`src/rtl/uart_tx_mmio_if.sv`:
```
// Core data-bus view of the UART transmit peripheral.
// Store semantics: WriteEn is a single-cycle strobe qualified by address;
// there is no backpressure, a store is consumed on the edge where it is seen.
// dataout and hit are combinational functions of address.
interface uart_tx_mmio_if;
  logic        WriteEn;
  logic [31:0] address;
  logic [31:0] datain;
  logic [31:0] dataout;
  logic        hit;

  modport master (output WriteEn, output address, output datain,
                  input dataout, input hit);
  modport slave  (input WriteEn, input address, input datain,
                  output dataout, output hit);
endinterface

```
`src/rtl/uart_tx_mmio.sv`:
```
// Memory-mapped 8N1 serial transmitter: stores to TXDATA queue bytes in a
// FIFO, a shifter drains them onto tx; STATUS reports FIFO/FSM state.
module uart_tx_mmio #(
  parameter logic [31:0] BASE_ADDR    = 32'hFFFF_0000,
  parameter int          CLKS_PER_BIT = 868,
  parameter int          DEPTH        = 8
) (
  input  logic                 clk,
  input  logic                 reset,
  uart_tx_mmio_if.slave        bus,
  output logic                 tx,
  output logic [1:0]           dbg_state
);

  localparam int AW = (DEPTH > 1) ? $clog2(DEPTH) : 1;
  localparam int BW = (CLKS_PER_BIT > 1) ? $clog2(CLKS_PER_BIT) : 1;

  typedef enum logic [1:0] {IDLE = 2'd0, START = 2'd1, DATA = 2'd2, STOP = 2'd3} state_t;

  state_t          state;
  logic [BW-1:0]   baud;
  logic [2:0]      bit_idx;
  logic [7:0]      shift;
  logic [7:0]      mem [DEPTH];
  logic [AW-1:0]   wr_ptr;
  logic [AW-1:0]   rd_ptr;
  logic [4:0]      count;
  logic            overflow;

  logic [1:0]      sel;
  logic            full;
  logic            empty;
  logic            busy;
  logic            push_req;
  logic            push;
  logic            pop;
  logic            ovf_clr;
  logic            baud_tc;
  logic [31:0]     status;
  logic            unused_bits;

  // Address decode and request qualification; full/empty are pre-edge values.
  always_comb begin
    bus.hit  = (bus.address[31:4] == BASE_ADDR[31:4]);
    sel      = bus.address[3:2];
    full     = (count == 5'(DEPTH));
    empty    = (count == 5'd0);
    busy     = (state != IDLE);
    push_req = bus.WriteEn & bus.hit & (sel == 2'd0);
    push     = push_req & ~full;
    pop      = (state == IDLE) & ~empty;
    ovf_clr  = bus.WriteEn & bus.hit & (sel == 2'd1) & bus.datain[3];
    baud_tc  = (baud == BW'(CLKS_PER_BIT - 1));
    status   = {19'd0, count, 4'd0, overflow, busy, empty, full};
    bus.dataout = 32'd0;
    if (bus.hit && sel == 2'd1) bus.dataout = status;
  end

  // Byte lane above [7:0] and the byte offset within a word carry no meaning here.
  assign unused_bits = ^{bus.datain[31:8], bus.address[1:0]};

  // FIFO storage; pointers are reset elsewhere so stale contents are never seen.
  always_ff @(posedge clk) begin
    if (!reset && push) mem[wr_ptr] <= bus.datain[7:0];
  end

  // FIFO pointers, occupancy and the sticky overflow flag.
  always_ff @(posedge clk) begin
    if (reset) begin
      wr_ptr   <= '0;
      rd_ptr   <= '0;
      count    <= 5'd0;
      overflow <= 1'b0;
    end else begin
      if (push) wr_ptr <= wr_ptr + AW'(1);
      if (pop)  rd_ptr <= rd_ptr + AW'(1);
      case ({push, pop})
        2'b10:   count <= count + 5'd1;
        2'b01:   count <= count - 5'd1;
        default: count <= count;
      endcase
      if (push_req && full) overflow <= 1'b1;
      else if (ovf_clr)     overflow <= 1'b0;
    end
  end

  // Transmit FSM; tx is a flop fed from the current state, one cycle behind it.
  always_ff @(posedge clk) begin
    if (reset) begin
      state   <= IDLE;
      baud    <= '0;
      bit_idx <= 3'd0;
      shift   <= 8'd0;
      tx      <= 1'b1;
    end else begin
      case (state)
        START:   tx <= 1'b0;
        DATA:    tx <= shift[0];
        default: tx <= 1'b1;
      endcase
      case (state)
        IDLE: begin
          if (!empty) begin
            shift <= mem[rd_ptr];
            baud  <= '0;
            state <= START;
          end
        end
        START: begin
          if (baud_tc) begin
            baud    <= '0;
            bit_idx <= 3'd0;
            state   <= DATA;
          end else begin
            baud <= baud + BW'(1);
          end
        end
        DATA: begin
          if (baud_tc) begin
            baud  <= '0;
            shift <= {1'b0, shift[7:1]};
            if (bit_idx == 3'd7) state <= STOP;
            else                 bit_idx <= bit_idx + 3'd1;
          end else begin
            baud <= baud + BW'(1);
          end
        end
        default: begin
          if (baud_tc) begin
            baud  <= '0;
            state <= IDLE;
          end else begin
            baud <= baud + BW'(1);
          end
        end
      endcase
    end
  end

  assign dbg_state = state;

endmodule

```
`src/flat_wrapper.sv`:
```
// flat-port wrapper written by rule: the top's interface ports become plain ports
module uart_tx_mmio_flat 
#(
  parameter logic [31:0] BASE_ADDR    = 32'hFFFF_0000,
  parameter int          CLKS_PER_BIT = 868,
  parameter int          DEPTH        = 8
)
  (clk, reset, tx, dbg_state, bus_WriteEn, bus_address, bus_datain, bus_dataout, bus_hit);
  uart_tx_mmio_if bus_i ();
  input  logic clk;
  input  logic reset;
  output logic tx;
  output logic [1:0] dbg_state;
  input wire logic [$bits(bus_i.WriteEn)-1:0] bus_WriteEn;
  input wire logic [$bits(bus_i.address)-1:0] bus_address;
  input wire logic [$bits(bus_i.datain)-1:0] bus_datain;
  output wire logic [$bits(bus_i.dataout)-1:0] bus_dataout;
  output wire logic [$bits(bus_i.hit)-1:0] bus_hit;
  assign bus_i.WriteEn = bus_WriteEn;
  assign bus_i.address = bus_address;
  assign bus_i.datain = bus_datain;
  assign bus_dataout = bus_i.dataout;
  assign bus_hit = bus_i.hit;
  uart_tx_mmio #(.BASE_ADDR(BASE_ADDR), .CLKS_PER_BIT(CLKS_PER_BIT), .DEPTH(DEPTH)) u_core (.clk(clk), .reset(reset), .bus(bus_i), .tx(tx), .dbg_state(dbg_state));
endmodule
```
`config.mk`:
```
export PLATFORM = sky130hd
export DESIGN_NAME = uart_tx_mmio_flat
export DESIGN_NICKNAME = d
export VERILOG_FILES = /design/src/rtl/uart_tx_mmio_if.sv /design/src/rtl/uart_tx_mmio.sv /design/src/flat_wrapper.sv
export SDC_FILE = /design/constraint.sdc
export NUM_CORES = 1
export LEC_CHECK = 0
export CORE_MARGIN = 10
export CORE_UTILIZATION = 46
export DETAILED_ROUTE_END_ITERATION = 10
export GPL_ROUTABILITY_DRIVEN = 1
export GPL_TIMING_DRIVEN = 0
export PLACE_DENSITY = 0.8
export RECOVER_POWER = 50
export SYNTH_ARGS = -nofsm -noshare
export SYNTH_HDL_FRONTEND = slang
export SYNTH_SLANG_ARGS = --single-unit
```
`constraint.sdc`:
```
create_clock -name clk -period 3.4 [get_ports clk]
set_input_delay 0.34 -clock clk [delete_from_list [all_inputs] [get_ports clk]]
set_output_delay 0.34 -clock clk [all_outputs]
set_load 0.005 [all_outputs]
```
# After elaboration in Yosys (flattened, before gate mapping)
# Memory sizes are Yosys's and may differ from the RTL's. A register that Yosys moved wholly into a read port is not among the register bits.
# Cells that the tools add are included.
# op_classes
mux	25
reduce_logical	16
n_addsub	6
n_eq_ne	14
bitwise_logic	8
# op_table
operator	n
10-bit 2-to-1 mux	3
28-bit equality test (second input constant)	1
8-bit 2-to-1 mux	2
8-bit one-hot mux with 2 select lines	1
3-bit 2-to-1 mux	5
13-bit 2-to-1 mux	1
2-bit nonzero test	6
10-bit by 1-bit adder with 10-bit output (second input constant)	1
10-bit equality test (second input constant)	1
2-bit 2-to-1 mux	5
5-bit one-hot mux with 2 select lines	1
3-bit by 1-bit adder with 3-bit output (second input constant)	3
1-bit AND	6
2-bit by 1-bit equality test with 1-bit output (second input constant)	3
2-bit by 1-bit inequality test with 1-bit output (second input constant)	3
2-bit one-hot mux with 3 select lines	1
3-bit one-hot mux with 2 select lines	1
5-bit by 1-bit adder with 5-bit output (second input constant)	1
5-bit by 4-bit equality test with 1-bit output (second input constant)	1
5-bit logical NOT	1
5-bit AND reduction	1
5-bit by 1-bit subtractor with 5-bit output (second input constant)	1
2-bit equality test (second input constant)	2
2-bit logical NOT	2
other kinds (9)	16
# totals
inputBits	67
mem_count	1
reg_bits	36
out_inout_bits	36
ram_bits	64
word_cells	79
# mem_list
memory	depth	width	rd	rd_ports_with_merged_regs	write_ports	line	text
u_core.mem	8	8	1	1	1	uart_tx_mmio.sv:24	logic [7:0] mem [DEPTH];

# Depth between registers and ports, before layout
# Gate-level depths: netlist of the first run.
# depth
ltp_word	7
mapped_depth	14

# Least setup slack after synthesis of the first run
# Ideal clock, no wire load.
# synth_path
path_kind	register to register
from	reg u_core.count[1]
to	reg u_core.count[4]
setup_slack_ps	175
t_required_ps	3266
path_stages_with_launch	14
t_arrival_ps	3091
period_less_slack_ps	3225
path_cell_list	dfxtp_1 > clkbuf_1 > or4_1 > o21ai_0 > inv_1 > ha_1 > clkbuf_1 > xor2_1 > ha_1 > or4_1 > o221a_2 > nand3_1 > mux2_2 > o2111ai_1
# synth_between
elab_chain_cells	5
elab_cells_between_ends	12
cone_classes	add/sub (2); eq/ne (3); mux (1); bitwise (4); reduce/logical (2)
# synth_lines
item	line	text
start, declared	uart_tx_mmio.sv:27	logic [4:0] count;
start signal, assigned	uart_tx_mmio.sv:78	2'b10: count <= count + 5'd1;
start signal, assigned	uart_tx_mmio.sv:79	2'b01: count <= count - 5'd1;
start signal, assigned	uart_tx_mmio.sv:80	default: count <= count;
5-bit by 4-bit equality test with 1-bit output / 5-bit logical NOT (equally long branches)	uart_tx_mmio.sv:46, uart_tx_mmio.sv:47	
1-bit NOT (on tied branches)	uart_tx_mmio.sv:50, uart_tx_mmio.sv:51	
1-bit AND (on tied branches)	uart_tx_mmio.sv:50, uart_tx_mmio.sv:51	
2-bit by 1-bit equality test with 1-bit output / 2-bit equality test (equally long branches)	uart_tx_mmio.sv:77	case ({push, pop})
5-bit one-hot mux with 2 select lines / 2-bit nonzero test (equally long branches)	n/a	
# Several ways; a longest one is shown, not always the timed one.
# A chain may end at the register's enable or synchronous reset.

# Worst setup path after layout of the first run
# layout_path
from	in bus_address[13]
to	out bus_dataout[0]
# layout_between
elab_chain_cells	3
# layout_lines
item	line	text
start, declared	flat_wrapper.sv:15	input wire logic [$bits(bus_i.address)-1:0] bus_address;
28-bit equality test	uart_tx_mmio.sv:44	bus.hit = (bus.address[31:4] == BASE_ADDR[31:4]);
1-bit logical AND	uart_tx_mmio.sv:56	if (bus.hit && sel == 2'd1) bus.dataout = status;
13-bit 2-to-1 mux	uart_tx_mmio.sv:56	
end, declared	flat_wrapper.sv:17	output wire logic [$bits(bus_i.dataout)-1:0] bus_dataout;
# No other way between the ends.

==> load_flow_metrics.sql, run 1 <==
INSERT INTO impl_metrics (metric_group, metric, value, unit) VALUES
('synth', 'synth_enable_flop_cells', '64', ''),
('sta', 'worst_slew_pin_slew', '0.9020', 'ns'),
('setup_path', 'setup.worst_path.end_class', 'output port', ''),
('power', 'netSwitchingPower', '1.473', 'mW'),
('clock_tree', 'h_tree_depth', '3', ''),
('synth', 'synth.area.top_cells', 'edfxtp_1, dfxtp_1, mux4_2', ''),
('grt', 'gr-total-overflow', '0', ''),
('grt', 'grt_first_pass_wirelength', '17730', 'µm'),
('floorplan', 'rows', '37', ''),
('grt', 'grtUsageTotal', '0.1473', ''),
('setup_path', 'critical_path_required', '3.06', 'ns'),
('sta', 'setup-violations-final', '0', ''),
('final_layout', 'seq_area', '2703', 'µm²'),
('synth', 'synthesis.yosys.warnings', '0', ''),
('placement', 'port_buffers', '53', ''),
('power', 'p_clk_frac', '0.205', ''),
('detailed_routing', 'route.antenna.remaining_nets', '0', ''),
('grt', 'via_count_of_the_first_global_routing_pass', '3402', ''),
('run_status', 'run_status', 'completed', ''),
('run', 'cap_violations', '0', ''),
('clock_tree', 'worst_setup_hold_path_clk_slew', '0.10', 'ns'),
('detailed_routing', 'avgRoutedWirePerCell', '17.62', 'µm'),
('synth', 'synthesis.instances', '404', ''),
('grt', 'grt_max_degree', '23', ''),
('clock_tree', 'cts-hold-fix-buffers', '0', ''),
('clock_tree', 'numClockSinks', '103', ''),
('detailed_routing', 'viasPerCell', '5.554', ''),
('power', 'power.ir.vdd_worst', '0.4641', 'mV'),
('sta', 'clock.fmax', '0.3029', 'GHz'),
('setup_path', 'crit_arrival', '2.96', 'ns'),
('synth', 'synth-main-ff-cell', 'edfxtp_1', ''),
('hold_path', 'whs_endpoint', 'u_core.bit_idx[2]', ''),
('grt', 'antenna_found_initial', '0', ''),
('power', 'power.internal', '2.404', 'mW'),
('setup_path', 'critical_path_peak_fanout', '5', ''),
('sta', 'hold_slack', '0.4700', 'ns'),
('power', 'seqPwrFrac', '0.396', ''),
('synth', 'synthesis.area_per_instance', '12.13', 'µm²'),
('synth', 'synth.top_cells.by_count', 'edfxtp_1, nor2_1, dfxtp_1, buf_4, a21oi_1', ''),
('power', 'post-layout-total-power', '3.877', 'mW'),
('detailed_routing', 'drtPass1Iterations', '5', ''),
('final_layout', 'insertedDiodeCount', '0', ''),
('sta', 'finalHoldViolCount', '0', ''),
('clock_tree', 'total_clock_buffers_created_by_cts', '9', ''),
('setup_path', 'worst_reg2reg_setup_slack', '0.14', 'ns'),
('hold_path', 'hold_path_start', 'u_core.bit_idx[2]', ''),
('sta', 'max-slew-margin-rel', '0.3940', ''),
('synth', 'ys_ff_latch', '103', ''),
('power', 'power_density', '645.1', 'nW/µm²'),
('floorplan', 'die_h', '123.2', 'µm'),
('power', 'p_leak', '2.092', 'nW'),
('floorplan', 'core', '10370', 'µm²'),
('floorplan', 'io-pin-count', '103', ''),
('synth', 'netlist_area', '4902', 'µm²'),
('detailed_routing', 'dr.first_iter.drc_count', '282', ''),
('power', 'power.combinational.fraction', '0.399', ''),
('hold_path', 'worst_hold_path.num_cells', '2', ''),
('synth', 'synth.lib_cells_used.distinct', '59', ''),
('hold_path', 'min-delay-path-class', 'reg2reg', ''),
('placement', 'gp_congestion', '0.9222', ''),
('final_layout', 'nFillCells', '853', ''),
('detailed_routing', 'detailroute.via_count', '3538', ''),
('setup_path', 'timing.setup.critical_path_class', 'in2out', ''),
('floorplan', 'initial_utilization', '0.4727', ''),
('placement', 'hpwl', '7993', 'µm'),
('detailed_routing', 'drc', '0', ''),
('synth', 'seq_area_frac_synth', '0.5513', ''),
('final_layout', 'multi_input_area', '2059', 'µm²'),
('setup_path', 'nature_of_the_critical_path_startpoint', 'input port', ''),
('sta', 'final_max_slew_viol_count', '0', ''),
('setup_path', 'reg2reg_capture_point', 'u_core.count[4]', '');
==> placed cells by master (no fill, tap or decap), drive strengths merged, types with 13 or more instances in the layout <==
cell type,instances
dfxtp,39
nand2,16
clkbuf,25
buf,33
clkdlybuf4s50,41
mux4,16
mux2i,13
a21oi,22
nor2,41
conb,23
edfxtp,64
==> logic make-up after synthesis <==
logic type | share of synthesized area
DFF | 0.5513
AOI/OAI and AO/OA | 0.08908
xor gates and xnor gates | 0.01072
muxes | 0.1092
other | 0.0007650
and+or+nand+nor | 0.1557
buffers and inverters | 0.05768
adders and majority gates | 0.02552
==> worst max-delay path, cell delays in order <==
cell and delay, ns:
clkdlybuf4s50_1 0.40, or4b_4 0.57, or4_4 0.48, or4_4 0.53
nor2_1 0.13, clkdlybuf4s50_1 0.52
==> registers in the layout (all words and copies together), names as in the netlist, named ones only <==
name,cells
u_core.shift,8
u_core.wr_ptr,3
u_core.overflow,1
u_core.tx,1
u_core.rd_ptr,3
u_core.baud,10
u_core.count,5
u_core.mem,64
u_core.dbg_state,2
u_core.bit_idx,3
==> repair_timing <==
| item | in CTS | in global routing |
|---|---|---|
| endpoints found under the setup margin | 15 | 6 |
| pin swaps | 1 | 3 |
| setup buffers | 0 | 5 |
| endpoints found under the hold margin | 0 | 0 |
| resized for setup | 6 | 10 |
==> worst max path at each step <==
stage | from | endpoint | slack, ns
after floorplan | u_core.count[1] | u_core.count[4] | 0.18
after detailed placement | bus_address[13] | u_core.count[4] | -0.54
after global placement | bus_address[13] | u_core.mem[4][2] | -0.62
after global routing | u_core.count[1] | u_core.count[4] | -0.004
after CTS | u_core.count[1] | u_core.count[4] | -0.04
final | bus_address[13] | bus_dataout[0] | 0.1
==> metrics by stage <==
stage	utilization	cells	worst slack [ns]	cell area, µm²	TNS (ns)
after floorplan	-	426	0.1750	4985	0
after global placement	0.5483	615	-0.6189	5685	-14.75
after detailed placement	0.5508	617	-0.5441	5712	-10.82
after CTS	0.5738	633	-0.03666	5951	-0.03666
after global routing	0.5795	637	-0.003560	6010	-0.003560
final	0.5795	637	0.09857	6010	0
==> cell type report <==
| cell class | count | share of cell area |
|---|---|---|
| repair buffers | 60 | 0.09619 |
| plain buffers | 42 | 0.04122 |
| well taps | 136 | 0.02832 |
| multi-input cells | 271 | 0.3427 |
| inverters | 9 | 0.005621 |
| flip-flops and latches | 103 | 0.4497 |
| clock buffers | 9 | 0.02061 |
| clock inverters | 7 | 0.01562 |
==> metal layers <==
| layer | share of wire | vias to the layer above | global-route usage |
|---|---|---|---|
| met5 | 0 | - | 0 |
| met4 | 0.011 | 0 | 0.03421 |
| met3 | 0.067 | 13 | 0.03236 |
| met2 | 0.52 | 120 | 0.2626 |
| met1 | 0.40 | 1737 | 0.1773 |
| li1 | - | 1668 | - |
==> power groups by stage <==
stage	clock network (mW)	registers, mW	logic, mW
CTS	0.806	1.53	1.49
finish	0.794	1.54	1.55
detailed placement	0	1.56	1.47
global placement	0	1.55	1.42
floorplan	0	1.53	1.11
global route	0.863	1.55	1.71
(Power assumes the default switching activity.)
==> inputs of run 2 (changes only) <==
CORE_MARGIN = unset   (was 10)
==> load_flow_metrics.sql, run 2 (same netlist as run 1, synthesis figures left out) <==
INSERT INTO impl_metrics (metric_group, metric, value, unit) VALUES
('grt', 'gr-total-overflow', '0', ''),
('final_layout', 'drive_gt1_frac', '0.1849', ''),
('setup_path', 'critical_path_peak_fanout', '5', ''),
('final_layout', 'num-nets-final', '575', ''),
('setup_path', 'crit_arrival', '2.91', 'ns'),
('run_status', 'run_status', 'completed', ''),
('floorplan', 'rows', '37', ''),
('power', 'netSwitchingPower', '1.432', 'mW'),
('grt', 'via_count_of_the_first_global_routing_pass', '3469', ''),
('sta', 'worst_slack', '0.1506', 'ns'),
('clock_tree', 'worst_setup_hold_path_clk_slew', '0.10', 'ns'),
('setup_path', 'worst-r2r-cell-count', '10', ''),
('power', 'power.ir.vdd_worst', '0.4415', 'mV'),
('placement', 'dpl-instance-area', '5714', 'µm²'),
('clock_tree', 'clock_root_cell', 'clkbuf_8', ''),
('sta', 'fin_crit', '3.249', 'ns'),
('sta', 'max-slew-margin-rel', '0.3378', ''),
('power', 'seqPwrFrac', '0.402', ''),
('final_layout', 'layout_commonest_cell', 'edfxtp_1', ''),
('detailed_routing', 'dr.first_iter.drc_count', '210', ''),
('setup_path', 'timing.setup.critical_path_class', 'in2out', ''),
('setup_path', 'crit_slowest_cell', 'or4_4', ''),
('final_layout', 'largest_register_by_flop_count', 'u_core.mem', ''),
('setup_path', 'setup.worst_path.end_class', 'output port', ''),
('placement', 'port_buffers', '53', ''),
('sta', 'hold_slack', '0.4716', 'ns'),
('final_layout', 'nFillCells', '823', ''),
('sta', 'rsz0062_at_grt', 'no', ''),
('setup_path', 'critical_path_required', '3.06', 'ns'),
('hold_path', 'whs_endpoint', 'u_core.bit_idx[2]', ''),
('floorplan', 'die_h', '105.2', 'µm'),
('placement', 'gp_congestion', '0.8780', ''),
('setup_path', 'critPathMaxStageDelay', '0.57', 'ns'),
('floorplan', 'initial_utilization', '0.4749', ''),
('placement', 'dp.cells', '617', ''),
('placement', 'dpl_worst_slack', '-0.6553', 'ns'),
('floorplan', 'io-pin-count', '103', ''),
('floorplan', 'floorplan.die.width', '105.2', 'µm'),
('setup_path', 'nature_of_the_critical_path_startpoint', 'input port', ''),
('power', 'switching_share', '0.3751', ''),
('detailed_routing', 'viasPerCell', '5.523', ''),
('floorplan', 'fp.dieArea', '11070', 'µm²'),
('sta', 'finClkSkew', '0.01061', 'ns'),
('hold_path', 'worst_hold_path.num_cells', '2', ''),
('floorplan', 'core', '10320', 'µm²'),
('detailed_routing', 'drc', '0', ''),
('placement', 'hpwl', '7326', 'µm'),
('final_layout', 'reg.largest.list', 'u_core.mem: 64 flops, u_core.baud: 10 flops, u_core.shift: 8 flops', ''),
('sta', 'setup-violations-final', '0', ''),
('detailed_routing', 'route.antenna.remaining_nets', '0', ''),
('hold_path', 'min-delay-path-class', 'reg2reg', ''),
('setup_path', 'worst_reg2reg_setup_slack', '0.16', 'ns'),
('setup_path', 'crit-reg2reg-launch', 'u_core.count[1]', ''),
('final_layout', 'largest_register_ffs', '64', ''),
('detailed_routing', 'drtPass1Iterations', '4', ''),
('power', 'post-layout-total-power', '3.817', 'mW'),
('power', 'power.internal', '2.385', 'mW'),
('detailed_routing', 'routed_wirelength', '10650', 'µm'),
('detailed_routing', 'detailroute.via_count', '3529', ''),
('power', 'p_clk_frac', '0.191', ''),
('hold_path', 'hold_path_start', 'u_core.bit_idx[2]', ''),
('clock_tree', 'numClockSinks', '103', ''),
('sta', 'fin_setup_tns', '0', 'ns'),
('sta', 'finalCritPeriodShare', '0.9557', ''),
('final_layout', 'most_frequent_cells_in_the_layout', 'edfxtp_1, nor2_1, dfxtp_1, clkdlybuf4s50_1, buf_4', ''),
('sta', 'finalHoldViolCount', '0', ''),
('setup_path', 'reg2reg_capture_point', 'u_core.count[3]', ''),
('clock_tree', 'total_clock_buffers_created_by_cts', '9', ''),
('sta', 'clock.fmax', '0.3078', 'GHz'),
('final_layout', 'finish.instance_area', '6012', 'µm²'),
('final_layout', 'insertedDiodeCount', '0', ''),
('run', 'cap_violations', '0', ''),
('final_layout', 'finalNonFillerCells', '639', ''),
('final_layout', 'area.growth.synth_to_final', '22.64', '%'),
('sta', 'final_max_slew_viol_count', '0', ''),
('grt', 'grt_max_degree', '20', ''),
('setup_path', 'worstPathBufferInverterCount', '2', ''),
('setup_path', 'crit_chain', 'clkdlybuf4s50_1, or4b_4, or4_4, nor4_2, and2_1, clkdlybuf4s50_1', ''),
('clock_tree', 'cts_tree', 'yes', ''),
('power', 'power.combinational.fraction', '0.406', ''),
('clock_tree', 'h_tree_depth', '3', ''),
('sta', 'worst_slew_pin_slew', '0.9897', 'ns'),
('power', 'power_density', '634.8', 'nW/µm²'),
('setup_path', 'critical-path-top-delay-family', 'simple AND/OR/NAND/NOR gates', ''),
('final_layout', 'final_core_util', '0.5824', ''),
('detailed_routing', 'avgRoutedWirePerCell', '16.66', 'µm'),
('grt', 'grt_first_pass_wirelength', '17200', 'µm'),
('grt', 'antenna_found_initial', '0', ''),
('clock_tree', 'clk_latency', '0.38', 'ns'),
('clock_tree', 'cts_buffer_depth', '2', ''),
('grt', 'grtUsageTotal', '0.2031', ''),
('power', 'p_leak', '2.149', 'nW'),
('setup_path', 'cp_common_cell', 'clkdlybuf4s50_1', '');
-- run 2: how the worst max path moves through the flow --
stage | end | cells after the start | start | slack [ns]
6_report | bus_dataout[8] | 6 | bus_address[12] | 0.15
5_1_grt | bus_dataout[9] | 6 | bus_address[15] | 0.02
4_1_cts | u_core.count[4] | 13 | bus_address[13] | 0.001
3_5_place_dp | u_core.count[4] | 13 | bus_address[13] | -0.66
3_3_place_gp | u_core.mem[4][2] | 5 | bus_address[13] | -0.64
2_1_floorplan | u_core.count[4] | 13 | u_core.count[1] | 0.18
-- run 2: timing repair --
action	in CTS	in global routing
setup buffers	1	7
pin swaps	2	5
setup endpoints to repair	12	10
hold buffers	0	0
gates resized for setup	8	13
-- run 2: routing by layer --
layer,vias up,share of wire,track usage
met5,-,0,0
met4,0,0.020,0.08451
met3,18,0.051,0.04391
met2,121,0.51,0.3496
met1,1721,0.42,0.2470
li1,1669,-,-
-- run 2: final cells by class --
| type | instances | area, µm² | share of cell area |
|---|---|---|---|
| Buffer | 41 | 244.0 | 0.04058 |
| Clock buffer | 10 | 127.6 | 0.02123 |
| Clock inverter | 6 | 53.80 | 0.008949 |
| Inverter | 9 | 33.78 | 0.005619 |
| Multi-Input combinational cell | 271 | 2071 | 0.3444 |
| Sequential cell | 103 | 2703 | 0.4495 |
| Tap cell | 136 | 170.2 | 0.02830 |
| Timing Repair Buffer | 63 | 609.3 | 0.1014 |
-- run 2: worst min-delay path, stage by stage (launching register included) --
cell and delay (ns):
dfxtp_1 0.33, nand2_1 0.05, a21oi_1 0.05
-- run 2: power by group through the flow --
stage                     clock network [mW]  registers (mW)  logic (mW)
after CTS                              0.742            1.53        1.51
after global placement                     0            1.55        1.41
final                                  0.730            1.54        1.55
after floorplan                            0            1.53        1.11
after detailed placement                   0            1.56        1.46
after global routing                   0.799            1.55        1.72
